### src/rtl/instr_mem_if.sv
// Fetch/response/load bus between the fetch stage and the instruction memory.
// The master side is the fetch stage and the program loader; the slave side is the memory.
interface instr_mem_if #(
    parameter int DATA_W = 32,
    parameter int ADDR_W = 32
);
    logic              fetch_valid;
    logic              fetch_ready;
    logic [ADDR_W-1:0] fetch_addr;
    logic              rsp_valid;
    logic              rsp_ready;
    logic [DATA_W-1:0] rsp_instr;
    logic              rsp_fault;
    logic              flush;
    logic              load_en;
    logic [ADDR_W-1:0] load_addr;
    logic [DATA_W-1:0] load_data;
    logic              load_err;

    modport master (
        output fetch_valid, fetch_addr, rsp_ready, flush, load_en, load_addr, load_data,
        input  fetch_ready, rsp_valid, rsp_instr, rsp_fault, load_err
    );

    modport slave (
        input  fetch_valid, fetch_addr, rsp_ready, flush, load_en, load_addr, load_data,
        output fetch_ready, rsp_valid, rsp_instr, rsp_fault, load_err
    );
endinterface

### src/rtl/instr_mem_sync.sv
// Synchronous-read instruction memory with a one-entry response register,
// run-time program load port and fault reporting for bad fetch/load addresses.
module instr_mem_sync #(
    parameter int                DATA_W     = 32,
    parameter int                ADDR_W     = 32,
    parameter int                DEPTH      = 64,
    parameter int                BYTE_ADDR  = 1,
    parameter logic [DATA_W-1:0] FAULT_WORD = DATA_W'(32'hE1A00000)
) (
    input logic          clk,
    input logic          rst_n,
    instr_mem_if.slave   bus
);
    localparam int IW = $clog2(DEPTH);

    logic [DATA_W-1:0] mem [DEPTH];

    logic              vld_p1;
    logic [DATA_W-1:0] instr_p1;
    logic              fault_p1;
    logic              err_p1;
    logic              accept;
    logic              fetch_bad;
    logic              load_bad;

    function automatic logic [ADDR_W-1:0] to_idx(input logic [ADDR_W-1:0] a);
        if (BYTE_ADDR != 0) return a >> 2;
        return a;
    endfunction

    // Range test keeps the full index width, so large addresses never alias into the array.
    function automatic logic addr_bad(input logic [ADDR_W-1:0] a);
        logic mis;
        mis = (BYTE_ADDR != 0) && (a[1:0] != 2'b00);
        return mis || ((to_idx(a) >> IW) != '0);
    endfunction

    assign fetch_bad       = addr_bad(bus.fetch_addr);
    assign load_bad        = addr_bad(bus.load_addr);
    assign bus.fetch_ready = rst_n && !bus.flush && !bus.load_en && (!vld_p1 || bus.rsp_ready);
    assign accept          = bus.fetch_valid && bus.fetch_ready;

    always_ff @(posedge clk) begin
        if (rst_n && bus.load_en && !load_bad) begin
            mem[IW'(to_idx(bus.load_addr))] <= bus.load_data;
        end
    end

    // p0 -> p1: request accepted at this edge becomes the held response
    always_ff @(posedge clk) begin
        if (!rst_n) begin
            vld_p1   <= 1'b0;
            instr_p1 <= '0;
            fault_p1 <= 1'b0;
            err_p1   <= 1'b0;
        end else begin
            err_p1 <= bus.load_en && load_bad;
            if (accept) begin
                vld_p1   <= 1'b1;
                instr_p1 <= fetch_bad ? FAULT_WORD : mem[IW'(to_idx(bus.fetch_addr))];
                fault_p1 <= fetch_bad;
            end else if (bus.flush || bus.rsp_ready) begin
                vld_p1 <= 1'b0;
            end
        end
    end

    assign bus.rsp_valid = vld_p1;
    assign bus.rsp_instr = instr_p1;
    assign bus.rsp_fault = fault_p1;
    assign bus.load_err  = err_p1;
endmodule

### src/flat_wrapper.sv
// flat-port wrapper written by rule: the top's interface ports become plain ports
module instr_mem_sync_flat 
#(
    parameter int                DATA_W     = 32,
    parameter int                ADDR_W     = 32,
    parameter int                DEPTH      = 64,
    parameter int                BYTE_ADDR  = 1,
    parameter logic [DATA_W-1:0] FAULT_WORD = DATA_W'(32'hE1A00000)
)
  (clk, rst_n, bus_fetch_valid, bus_fetch_addr, bus_rsp_ready, bus_flush, bus_load_en, bus_load_addr, bus_load_data, bus_fetch_ready, bus_rsp_valid, bus_rsp_instr, bus_rsp_fault, bus_load_err);
  instr_mem_if #(.DATA_W(DATA_W), .ADDR_W(ADDR_W)) bus_i ();
  input logic clk;
  input logic rst_n;
  input wire logic [$bits(bus_i.fetch_valid)-1:0] bus_fetch_valid;
  input wire logic [$bits(bus_i.fetch_addr)-1:0] bus_fetch_addr;
  input wire logic [$bits(bus_i.rsp_ready)-1:0] bus_rsp_ready;
  input wire logic [$bits(bus_i.flush)-1:0] bus_flush;
  input wire logic [$bits(bus_i.load_en)-1:0] bus_load_en;
  input wire logic [$bits(bus_i.load_addr)-1:0] bus_load_addr;
  input wire logic [$bits(bus_i.load_data)-1:0] bus_load_data;
  output wire logic [$bits(bus_i.fetch_ready)-1:0] bus_fetch_ready;
  output wire logic [$bits(bus_i.rsp_valid)-1:0] bus_rsp_valid;
  output wire logic [$bits(bus_i.rsp_instr)-1:0] bus_rsp_instr;
  output wire logic [$bits(bus_i.rsp_fault)-1:0] bus_rsp_fault;
  output wire logic [$bits(bus_i.load_err)-1:0] bus_load_err;
  assign bus_i.fetch_valid = bus_fetch_valid;
  assign bus_i.fetch_addr = bus_fetch_addr;
  assign bus_i.rsp_ready = bus_rsp_ready;
  assign bus_i.flush = bus_flush;
  assign bus_i.load_en = bus_load_en;
  assign bus_i.load_addr = bus_load_addr;
  assign bus_i.load_data = bus_load_data;
  assign bus_fetch_ready = bus_i.fetch_ready;
  assign bus_rsp_valid = bus_i.rsp_valid;
  assign bus_rsp_instr = bus_i.rsp_instr;
  assign bus_rsp_fault = bus_i.rsp_fault;
  assign bus_load_err = bus_i.load_err;
  instr_mem_sync #(.DATA_W(DATA_W), .ADDR_W(ADDR_W), .DEPTH(DEPTH), .BYTE_ADDR(BYTE_ADDR), .FAULT_WORD(FAULT_WORD)) u_core (.clk(clk), .rst_n(rst_n), .bus(bus_i));
endmodule
### config.mk
export PLATFORM = sky130hd
export DESIGN_NAME = instr_mem_sync_flat
export DESIGN_NICKNAME = d
export VERILOG_FILES = /design/src/rtl/instr_mem_if.sv /design/src/rtl/instr_mem_sync.sv /design/src/flat_wrapper.sv
export SDC_FILE = /design/constraint.sdc
export NUM_CORES = 2
export LEC_CHECK = 0
export BUFFER_PORTS_ARGS = -buffer_cell sky130_fd_sc_hd__buf_4
export CAP_MARGIN = 15
export CELL_PAD_IN_SITES_DETAIL_PLACEMENT = 1
export CELL_PAD_IN_SITES_GLOBAL_PLACEMENT = 2
export CORE_MARGIN = 5
export CORE_UTILIZATION = 51
export DETAILED_ROUTE_END_ITERATION = 10
export PLACE_DENSITY_LB_ADDON = 0.15
export SLEW_MARGIN = 10
export SYNTH_ARGS = -nofsm -noshare
export SYNTH_HDL_FRONTEND = slang
export SYNTH_SLANG_ARGS = --single-unit
### constraint.sdc
create_clock -name clk -period 3.3 [get_ports clk]
set_clock_uncertainty 0.1 [all_clocks]
set_input_delay 0.165 -clock clk [delete_from_list [all_inputs] [get_ports clk]]
set_output_delay 0.165 -clock clk [all_outputs]
set_load 0.02 [all_outputs]
==> results summary <==
The number of distinct library cells after synthesis is 55. The net switching power is 11.3 mW. After synthesis, the share of flip-flops with an asynchronous set or reset is 0%. The final hold slack is 0.0309 ns. The library cell used most frequently in the layout, excluding fill and tap cells, is sky130_fd_sc_hd__edfxtp_1. The critical-path maximum fanout came out at 23.

Yosys mapped a number of flops with a built-in enable equal to 2048. The number of antenna violations at the first check in global routing came out at 22. The finished layout holds 6116 standard cells, fillers aside. Dividing the detail-routed wire length by the instance count gives 36.9 µm. The critical path starts at bus_fetch_addr[7].

In this run the most critical hold path is launched from bus_fetch_addr[26]. The maximum VDD drop came out at 0.582 mV. Entering global routing, the biggest net connects 65 pins. Compared with the post-synthesis result, the final layout area differs by 16.8%. The total detailed-routing wirelength is ~230000 µm. The fmax came out at 319 MHz. The worst setup path is captured at a flip-flop. In this run the critical register-to-register path is launched from u_core.bus.rsp_valid$_SDFFE_PN0P_.

At the worst endpoint, the required time is 3.96 ns. TritonCTS built the clock tree. The total placed instance area is 85100 µm². The global placer's final weighted congestion is roughly 0.80.

The post-synthesis average cell area came out at 23.0 µm². The library cells used most frequently in the layout, excluding fill and tap cells, are 2048 x sky130_fd_sc_hd__edfxtp_1, 531 x sky130_fd_sc_hd__mux4_2, 318 x sky130_fd_sc_hd__buf_4, 214 x sky130_fd_sc_hd__clkbuf_16, 122 x sky130_fd_sc_hd__nand2_1. Summed over all failing endpoints, the final setup total negative slack is 0 ns. The floorplan has 144 rows. The count of warnings emitted by yosys came out at 0.

Setup repair after global routing left no endpoint under its margin. The total leakage power came out at between 20 and 30 nW. The number of setup buffers added after CTS is 0. The overall overflow remaining after global route came out at 0. The switching part of the total came out at 20.7%. Clock tree synthesis found a total of 2083 sinks. The share of post-route cells with drive strength above 1 came out at 32.4%. The final cycle utilization of the critical path came out at 94.9%. The transition at the pin with the smallest max-transition slack is 1.02 ns.

The post-layout instance area is 92200 µm². The boundary pin count came out at between 100 and 150. The post-route worst setup slack is about 0.17 ns.

The pre-CTS setup slack came out at -0.192 ns. The number of remaining DRC errors came out at 0. The sequential group share of total power is between 50% and 60%. The flop and latch count out of synthesis is 2083.

The remaining antenna violation count after routing came out at 0. Combinational cells account for 4.6% of the total power. The first-pass iteration count of the detailed router is 5. The tightest slew margin relative to the limit came out at a little over 30%. Data arrives at the worst endpoint at 3.79 ns. The number of global-route vias before repair came out at ~41000.

The cell internal power dissipation is 43.4 mW. The starting density of the core is 51.3%. The number of slew-limit violations in the final report was 0. Clock-pin slew was measured on the worst setup and hold paths at 0.06 ns. The first-pass GRT wire length is 319000 µm. The post-layout minimum cycle time is 3.13 ns. The tree is rooted in a sky130_fd_sc_hd__clkbuf_16.

After floorplanning, the core was sized to cover 154000 µm². The number of nets in the layout is about 4000. The latest clock arrival within the worst-skew pair came out at 0.83 ns. The type of the most critical hold path is in -> reg. The worst setup path is launched from an input port. The vertical extent of the die came out at 404 µm. The number of nets handed over by synthesis was between 3000 and 4000.

The via count normalized by instance count came out at 6.48. The ratio of total power to cell area came out at 593 nW/µm². The flow ran to the end, and the final reports show no timing, DRC or antenna violations.

After filler insertion, the fill cell instance count of the layout stands at about 12000. The maximum level of the CTS H-tree is 4. The sequential fraction of the synthesis area came out at 78.7%.

The synthesized netlist occupies a cell area of 79000 µm². Buffers placed on the I/O ports in this run total 137. The global routing usage summed across all routing layers came out at 27.9%.

After technology mapping, the gate count stands at approximately 3400. In this run the deepest clock path goes through 3 buffers. The critical path is of the in -> reg type.

The total setup violations reported at the end of the flow is 0. The number of violations reported at the end of detailed-routing iteration 0 is around 5200. The max capacitance violation total is 0. The total count of hold-check failures in the final report came to 0. The clock share of power is 42.3%.

Summing internal, switching and leakage power gives 54.7 mW. The die covers 163000 µm². At the end of the flow the core is filled with cells to between 50% and 60%.

The placed instance count is 5688. The number of buffers created by CTS is 207. Measured along the x axis, the die boundary spans 404 µm.

The post-DP HPWL is ~140000 µm. The most used flip-flop cell after synthesis is sky130_fd_sc_hd__edfxtp_1. The via count is between 30000 and 40000.
## worst max-delay path, cell delays in order
cell	delay (ns)
sky130_fd_sc_hd__dlygate4sd3_1	0.52
sky130_fd_sc_hd__buf_4	0.30
sky130_fd_sc_hd__or3b_2	0.80
sky130_fd_sc_hd__o22ai_1	0.31
sky130_fd_sc_hd__o41ai_1	0.99
sky130_fd_sc_hd__buf_4	0.24
sky130_fd_sc_hd__o21ai_0	0.09
sky130_fd_sc_hd__buf_4	0.21
sky130_fd_sc_hd__o21ai_1	0.11
## flip-flops by register name (all words and copies together), names as in the netlist
signal,count
u_core.mem,2048
u_core.bus.rsp_instr,32
u_core.bus.load_err,1
u_core.bus.rsp_fault,1
u_core.bus.rsp_valid,1
## worst paths after layout
kind | to | slack [ns] | cells past startpoint
worst max register to register | u_core.bus.rsp_instr[31]$_SDFFE_PN0P_ | 0.56 | 9
worst max-delay path | u_core.bus.rsp_instr[17]$_SDFFE_PN0P_ | 0.17 | 9
worst min-delay path | u_core.bus.rsp_instr[30]$_SDFFE_PN0P_ | 0.03 | 6
worst min register to register | u_core.bus.rsp_instr[8]$_SDFFE_PN0P_ | 0.38 | 2
## cell type report
type	count	area (µm²)	area share [%]
flip-flops and latches	2083	62200	67.4
diodes	3	7.51	0.00814
well taps	2044	2560	2.77
multi-input cells	1147	16200	17.5
inverters	4	17.5	0.0190
clock buffers	282	5700	6.18
repair buffers	456	4670	5.06
clock inverters	97	928	1.01
## cells by family (layout without fill, tap and decap cells)
group | after synthesis | after routing | share of synthesized area [%]
AOI/OAI and AO/OA | 285 | 285 | 2.46
buffers and inverters | 199 | 839 | 1.45
DFF | 2083 | 2083 | 78.7
muxes | 571 | 571 | 15.7
other | 0 | 3 | 0
and+or+nand+nor | 291 | 291 | 1.68
## cells in the mapped netlist (all sizes together) (3+ instances only)
cell / instances / share of area, %
edfxtp: 2048 / 78
mux4: 531 / 15
buf: 136 / 1.1
nand2: 122 / 0.58
o22ai: 117 / 0.93
nor2: 83 / 0.40
clkbuf: 59 / 0.29
o21ai: 51 / 0.32
dfxtp: 35 / 0.89
mux2i: 33 / 0.42
a311o: 25 / 0.32
o41ai: 23 / 0.26
a22oi: 14 / 0.13
nand3: 14 / 0.089
nor4: 14 / 0.12
nor3: 12 / 0.076
a21oi: 11 / 0.070
nor2b: 10 / 0.079
a31oi: 9 / 0.071
nand3b: 8 / 0.081
a211oi: 7 / 0.067
mux2: 7 / 0.10
and2: 5 / 0.040
or3b: 5 / 0.055
a221oi: 4 / 0.044
a31o: 4 / 0.044
inv: 4 / 0.019
nand4: 4 / 0.032
o211ai: 4 / 0.038
o31ai: 4 / 0.038
a22o: 3 / 0.033
a41o: 3 / 0.038
nand2b: 3 / 0.024
o221ai: 3 / 0.033
## layer usage
layer,global-route usage (%),part of all wire (%),up-vias
li1,-,-,15669
met4,7.42,2.8,8
met5,0,0.022,-
met1,39.7,39,21545
met2,44.9,48,2048
met3,5.67,9.3,333
## power groups by stage
| stage | registers (mW) | logic [mW] | clock network, mW |
|---|---|---|---|
| floorplan | 29.6 | 1.24 | 0 |
| global placement | 29.6 | 2.40 | 0 |
| detailed placement | 29.6 | 2.49 | 0 |
| CTS | 29.0 | 2.54 | 23.5 |
| global route | 29.0 | 2.65 | 24.8 |
| finish | 29.0 | 2.52 | 23.1 |
## timing repair
item	CTS	global route
endpoints found under the hold margin	2057	4
hold buffers	46	1
resized for setup	0	4
setup endpoints to repair	0	1
No activity file was read; power rests on OpenSTA's default activity.
